**src/rtl/led_pkg.sv**
```systemverilog
// -----------------------------------------------------------------------------
// led_pkg
// Shared constants and types for the LED comet-trail PWM block.
//   N_LEDS    : number of LED channels / width of the chaser pattern
//   PWM_BITS  : width of the PWM counter and of each brightness level
//   LEVEL_MAX : full brightness, loaded when a channel's pattern bit is lit
//   level_t   : one channel's brightness level / PWM compare value
// -----------------------------------------------------------------------------
package led_pkg;

   localparam int N_LEDS   = 10;
   localparam int PWM_BITS = 8;

   typedef logic [PWM_BITS-1:0] level_t;

   localparam level_t LEVEL_MAX = '1;

endpackage

```
**src/rtl/led_pwm_channel.sv**
```systemverilog
// -----------------------------------------------------------------------------
// led_pwm_channel
// One LED channel: synchronises its pattern bit, keeps a brightness level that
// loads to full while the bit is lit and decays in saturating steps once it
// drops, and compares that level against the shared PWM counter.
// Ports:
//   clk          : system clock
//   rst          : synchronous active-high reset
//   i_pat        : pattern bit from the chaser (asynchronous to clk)
//   i_decay_tick : one-cycle strobe, apply one decay step
//   i_pwm_cnt    : shared free-running PWM counter
//   o_led        : registered PWM drive for this LED
// -----------------------------------------------------------------------------
module led_pwm_channel
   import led_pkg::*;
#(
   parameter int DECAY_STEP = 32
) (
   input  logic   clk,
   input  logic   rst,
   input  logic   i_pat,
   input  logic   i_decay_tick,
   input  level_t i_pwm_cnt,
   output logic   o_led
);

   localparam level_t STEP = level_t'(DECAY_STEP);

   logic   r_sync1;
   logic   r_sync2;
   level_t r_level;
   logic   r_led;

   // NOTE: every register here uses non-blocking assignments so r_sync2 sees
   // the previous r_sync1 and the compare sees the previous level; blocking
   // assignments would collapse the pipeline and change the latency.
   always_ff @(posedge clk) begin
      if (rst) begin
         r_sync1 <= 1'b0;
         r_sync2 <= 1'b0;
         r_level <= '0;
         r_led   <= 1'b0;
      end else begin
         // NOTE: i_pat comes from another clock; two back-to-back flops give a
         // metastable first stage a full cycle to settle before r_sync2 is used.
         r_sync1 <= i_pat;
         r_sync2 <= r_sync1;

         // A lit bit beats a coinciding decay tick; decay saturates at zero.
         if (r_sync2) begin
            r_level <= LEVEL_MAX;
         end else if (i_decay_tick) begin
            r_level <= (r_level > STEP) ? (r_level - STEP) : '0;
         end

         // Level 0 never lights; LEVEL_MAX is dark only when the counter is at max.
         r_led <= (i_pwm_cnt < r_level);
      end
   end

   assign o_led = r_led;

endmodule

```
**src/rtl/led_trail_pwm.sv**
```systemverilog
// -----------------------------------------------------------------------------
// led_trail_pwm
// Turns the chaser's one-hot position pattern into a fading comet trail.
// Holds the shared PWM counter and decay-rate divider and one channel per LED.
// Ports:
//   clk      : system clock
//   rst      : synchronous active-high reset
//   pat_in   : position pattern from the chaser (asynchronous to clk)
//   led_out  : registered PWM drive, one bit per LED
//   pwm_wrap : registered one-cycle pulse per PWM period
// Channel count and PWM width come from led_pkg; decay rate and step size
// are set per instance.
// -----------------------------------------------------------------------------
module led_trail_pwm
   import led_pkg::*;
#(
   parameter int DECAY_DIV  = 131072,
   parameter int DECAY_STEP = 32
) (
   input  logic              clk,
   input  logic              rst,
   input  logic [N_LEDS-1:0] pat_in,
   output logic [N_LEDS-1:0] led_out,
   output logic              pwm_wrap
);

   localparam int               DEC_W    = $clog2(DECAY_DIV);
   localparam logic [DEC_W-1:0] DEC_LAST = DEC_W'(DECAY_DIV - 1);

   level_t           r_pwm_cnt;
   logic [DEC_W-1:0] r_dec_cnt;
   logic             r_pwm_wrap;
   logic             w_decay_tick;

   // One decay step for every channel each time the divider completes a lap.
   assign w_decay_tick = (r_dec_cnt == DEC_LAST);

   always_ff @(posedge clk) begin
      if (rst) begin
         r_pwm_cnt  <= '0;
         r_dec_cnt  <= '0;
         r_pwm_wrap <= 1'b0;
      end else begin
         r_pwm_cnt  <= r_pwm_cnt + 1'b1;
         r_dec_cnt  <= w_decay_tick ? '0 : (r_dec_cnt + 1'b1);
         r_pwm_wrap <= (r_pwm_cnt == LEVEL_MAX);
      end
   end

   assign pwm_wrap = r_pwm_wrap;

   for (genvar g = 0; g < N_LEDS; g++) begin : g_chan
      led_pwm_channel #(
         .DECAY_STEP(DECAY_STEP)
      ) u_chan (
         .clk          (clk),
         .rst          (rst),
         .i_pat        (pat_in[g]),
         .i_decay_tick (w_decay_tick),
         .i_pwm_cnt    (r_pwm_cnt),
         .o_led        (led_out[g])
      );
   end

endmodule

```
**config.mk**
```make
export PLATFORM = sky130hd
export DESIGN_NAME = led_trail_pwm
export DESIGN_NICKNAME = d
export VERILOG_FILES = /design/src/rtl/led_pkg.sv /design/src/rtl/led_pwm_channel.sv /design/src/rtl/led_trail_pwm.sv
export SDC_FILE = /design/constraint.sdc
export NUM_CORES = 1
export LEC_CHECK = 0
export ABC_CLOCK_PERIOD_IN_PS = 2300
export CORE_UTILIZATION = 58
export DETAILED_ROUTE_END_ITERATION = 12
export DONT_BUFFER_PORTS = 1
export PLACE_DENSITY = 0.76
export REMOVE_ABC_BUFFERS = 1
export SETUP_SLACK_MARGIN = 0.4
export SLEW_MARGIN = 5
export SYNTH_ARGS = -nofsm -noshare
export SYNTH_HDL_FRONTEND = slang
export SYNTH_SLANG_ARGS = --single-unit
```
**constraint.sdc**
```tcl
create_clock -name clk -period 2.3 [get_ports clk]
set_input_delay 0.46 -clock clk [delete_from_list [all_inputs] [get_ports clk]]
set_output_delay 0.46 -clock clk [all_outputs]
set_load 0.01 [all_outputs]
```
==> qor.txt <==
Inst Count DP - 683
Post-layout instance area - 5920 um2
Number of synthesized flops with an enable pin - 0
Width of the die - 97.3 um
Final Hold Violating Endpoints - 0
Result of the run - finished, final reports clean
Proportion of register bits with asynchronous set or reset after synthesis - 0%
Final core area utilization - 67.5%
Per-cell routed wire length - 15.8 um
CTS Sinks - 96
Number of antenna violations at the first check in global routing - 0
Highest Clock Rate - 0.516 GHz
Number of H-tree levels - 3
Final-report setup violation count - 0
Sequential area share after synthesis - 36.5%
Post-route antenna net violation count - 0
Yosys Warn Count - 0
Placed instance area - 5320 um2
Pin count of the biggest net entering global routing - 82
Drt pass-1 iters - 4
Clock root buffer master - sky130_fd_sc_hd__clkbuf_8
PortBufs - 0
Total power density per cell area - 572 nW/um2
Global-route wire length before repair - 18.6 mm
Initial DRC count - 112
CTS tree - yes
Signal arrival time at the worst endpoint - 2.24 ns
Source-to-sink clock delay at the later pin of the worst-skew pair - 0.37 ns
Maximum capacitance violations - 0
Floorplan die area - 9460 um2
Most common flop cell mapped by yosys - sky130_fd_sc_hd__dfxtp_1
Slew at the pin closest to its max-slew limit - 0.709 ns
Post-layout minimum cycle time - 1.94 ns
Number of global-route vias before repair - 4183
Starting Density - 60.1%
Type of the worst min-delay path - in2reg
Count of state elements after synthesis - 96
Maximum vdd drop - 0.476 mV
Remaining max-slew budget at the tightest pin - 52.7%
Layout overhead on the synthesized area - 12.4%
Drc violations - 0
Number of buffers on the longest clock path - 2
Type of destination of the critical path - flip-flop
Core area - 8760 um2
Layout net count - 695
Clock transition at the registers of the reported paths - 0.10 ns
Number of distinct library cells after synthesis - 35
Dpl ws - 0.0500 ns
Global router's overall resource usage - 24.1%
Kind of critical path - reg2reg
CTS buffer count - 9
Global route total overflow - 0
Via Count - 4243
Worst clock skew on the final layout - 0.0149 ns
Total wire length after detailed routing - 11.3 mm
Row count - 34
Crit path max fanout - 10
DP HPWL - 7.14 mm
Portion of the clock cycle consumed by the worst path in the final layout - 84.2%
Final weighted congestion of routability-driven global placement - 0.810
Avg Vias per Cell - 5.95
Final-layout fill cell count - 666
Critical Path Start Type - flip-flop
Critical path required time - 2.60 ns
Count of placed standard cells in the final layout, fillers left out - 713
Boundary pin count - 23
Synthesized area - 5260 um2
Setup WS post-layout - 0.362 ns
Number of max-slew violations in the final report - 0
Number of cells produced by synthesis - 593
Leakage - 2.38 nW
Share of post-route cells with drive strength above 1 - 16.4%
N_diodes - 0
Chip height - 97.3 um
RSZ-0062 raised after global routing - true
Avg Inst Size Synth - 8.87 um2
Total power - 3.38 mW
==> sequential cells by signal, summed over array words and instances (netlist names) <==
| register | flops |
|---|---|
| g_chan.u_chan.o_led | 10 |
| g_chan.u_chan.r_sync1 | 10 |
| pwm_wrap | 1 |
| r_pwm_cnt | 8 |
| g_chan.u_chan.r_level | 40 |
| g_chan.u_chan.r_sync2 | 10 |
| r_dec_cnt | 17 |
==> placed cells by master (no fill, tap or decap), drive strengths merged <==
master | Yosys | layout
or3 | 22 | 22
nand3 | 8 | 8
nand2 | 31 | 31
o211ai | 3 | 3
a41oi | 10 | 10
a211o | 10 | 10
dfxtp | 96 | 96
nor2b | 21 | 21
a21oi | 76 | 76
and2 | 3 | 3
clkbuf | 11 | 11
xnor2 | 8 | 8
a2111oi | 10 | 10
buf | 17 | 22
a31o | 3 | 3
ha | 83 | 83
nand2b | 20 | 20
inv | 43 | 45
nor4 | 3 | 3
a41o | 1 | 1
xor2 | 4 | 4
nor2 | 48 | 48
a31oi | 1 | 1
bufbuf | 0 | 1
nor3 | 11 | 11
or2 | 1 | 1
bufinv | 0 | 1
nand4 | 1 | 1
clkinv | 0 | 3
nor4b | 1 | 1
a211oi | 20 | 20
o21ai | 25 | 25
and3 | 2 | 2
==> worst max-delay path: stages, from the launching register on <==
cell and delay, ns:
sky130_fd_sc_hd__dfxtp_4 0.38, sky130_fd_sc_hd__ha_4 0.15, sky130_fd_sc_hd__nand2_4 0.06, sky130_fd_sc_hd__nor4_4 0.15, sky130_fd_sc_hd__and3_4 0.23, sky130_fd_sc_hd__ha_4 0.18, sky130_fd_sc_hd__inv_4 0.06, sky130_fd_sc_hd__buf_8 0.13
sky130_fd_sc_hd__or3_4 0.36, sky130_fd_sc_hd__a21oi_2 0.15
==> what timing repair did <==
action / CTS / global route
setup endpoints to repair: 58 / 49
resized for setup: 37 / 36
pin swaps: 8 / 7
buffers inserted: 6 / 6
hold buffers: 0 / 0
gates cloned: 1 / 1
==> metal layers <==
layer	routed length, um	part of all wire, %	vias up	track usage, %
met5	0	0	-	0
met3	458	4.1	30	4.96
li1	-	-	2131	-
met2	5640	50	93	43.3
met1	4870	43	1989	27.1
met4	308	2.7	0	11.7
==> synth_stat cells (all sizes together) (3+ instances only) <==
cell      n  area share, %
dfxtp    96             37
ha       83             20
a21oi    76            7.2
nor2     48            3.4
inv      43            3.1
nand2    31            2.2
o21ai    25            2.4
or3      22            2.7
nor2b    21            2.5
a211oi   20            2.9
nand2b   20            2.4
buf      17            2.1
clkbuf   11           0.78
nor3     11            1.0
a2111oi  10            1.7
a211o    10            1.7
a41oi    10            1.7
nand3     8            1.0
xnor2     8            1.3
xor2      4           0.67
a31o      3           0.50
and2      3           0.36
nor4      3           0.93
o211ai    3           0.43
==> layout make-up <==
class	count	area [um2]	area share (%)
clock buffers	10	138	2.33
clock inverters	6	66.3	1.12
flip-flops and latches	96	1950	33.0
multi-input cells	426	3210	54.3
inverters	43	164	2.77
well taps	108	135	2.28
repair buffers	24	249	4.21
==> report_power, final <==
part	total, mW	switching [mW]	internal, mW	leakage (nW)
Combinational	0.383	0.199	0.183	1.48
Clock	1.15	0.609	0.539	0.107
Sequential	1.85	0.102	1.75	0.797
==> kinds of logic after synthesis <==
kind of cell             count (synthesis)  synth area share (%)
buffers and inverters                   71                  5.92
flip-flops                              96                  36.5
XOR/XNOR                                12                  2.00
AND/OR/NAND/NOR                        172                  17.1
adder cells (fa/ha/maj)                 83                  19.7
AO/OA/AOI/OAI                          159                  18.7
==> final timing paths <==
kind	start	to	slack, ns	cells after the start
max	r_dec_cnt[1]	g_chan[5].u_chan.r_level[6]	0.36	9
min	rst	g_chan[0].u_chan.r_level[6]	0.14	1
max reg2reg	r_dec_cnt[1]	g_chan[5].u_chan.r_level[6]	0.36	9
min reg2reg	g_chan[1].u_chan.r_sync1	g_chan[1].u_chan.r_sync2	0.44	1
==> per-stage QoR <==
stage / hold slack, ns / setup TNS [ns]
6_report: 0.136 / 0
5_1_grt: 0.118 / 0
3_5_place_dp: 0.424 / 0
4_1_cts: 0.135 / 0
3_3_place_gp: 0.419 / 0
2_1_floorplan: 0.414 / -11.44
No activity file was read; power rests on OpenSTA's default activity.
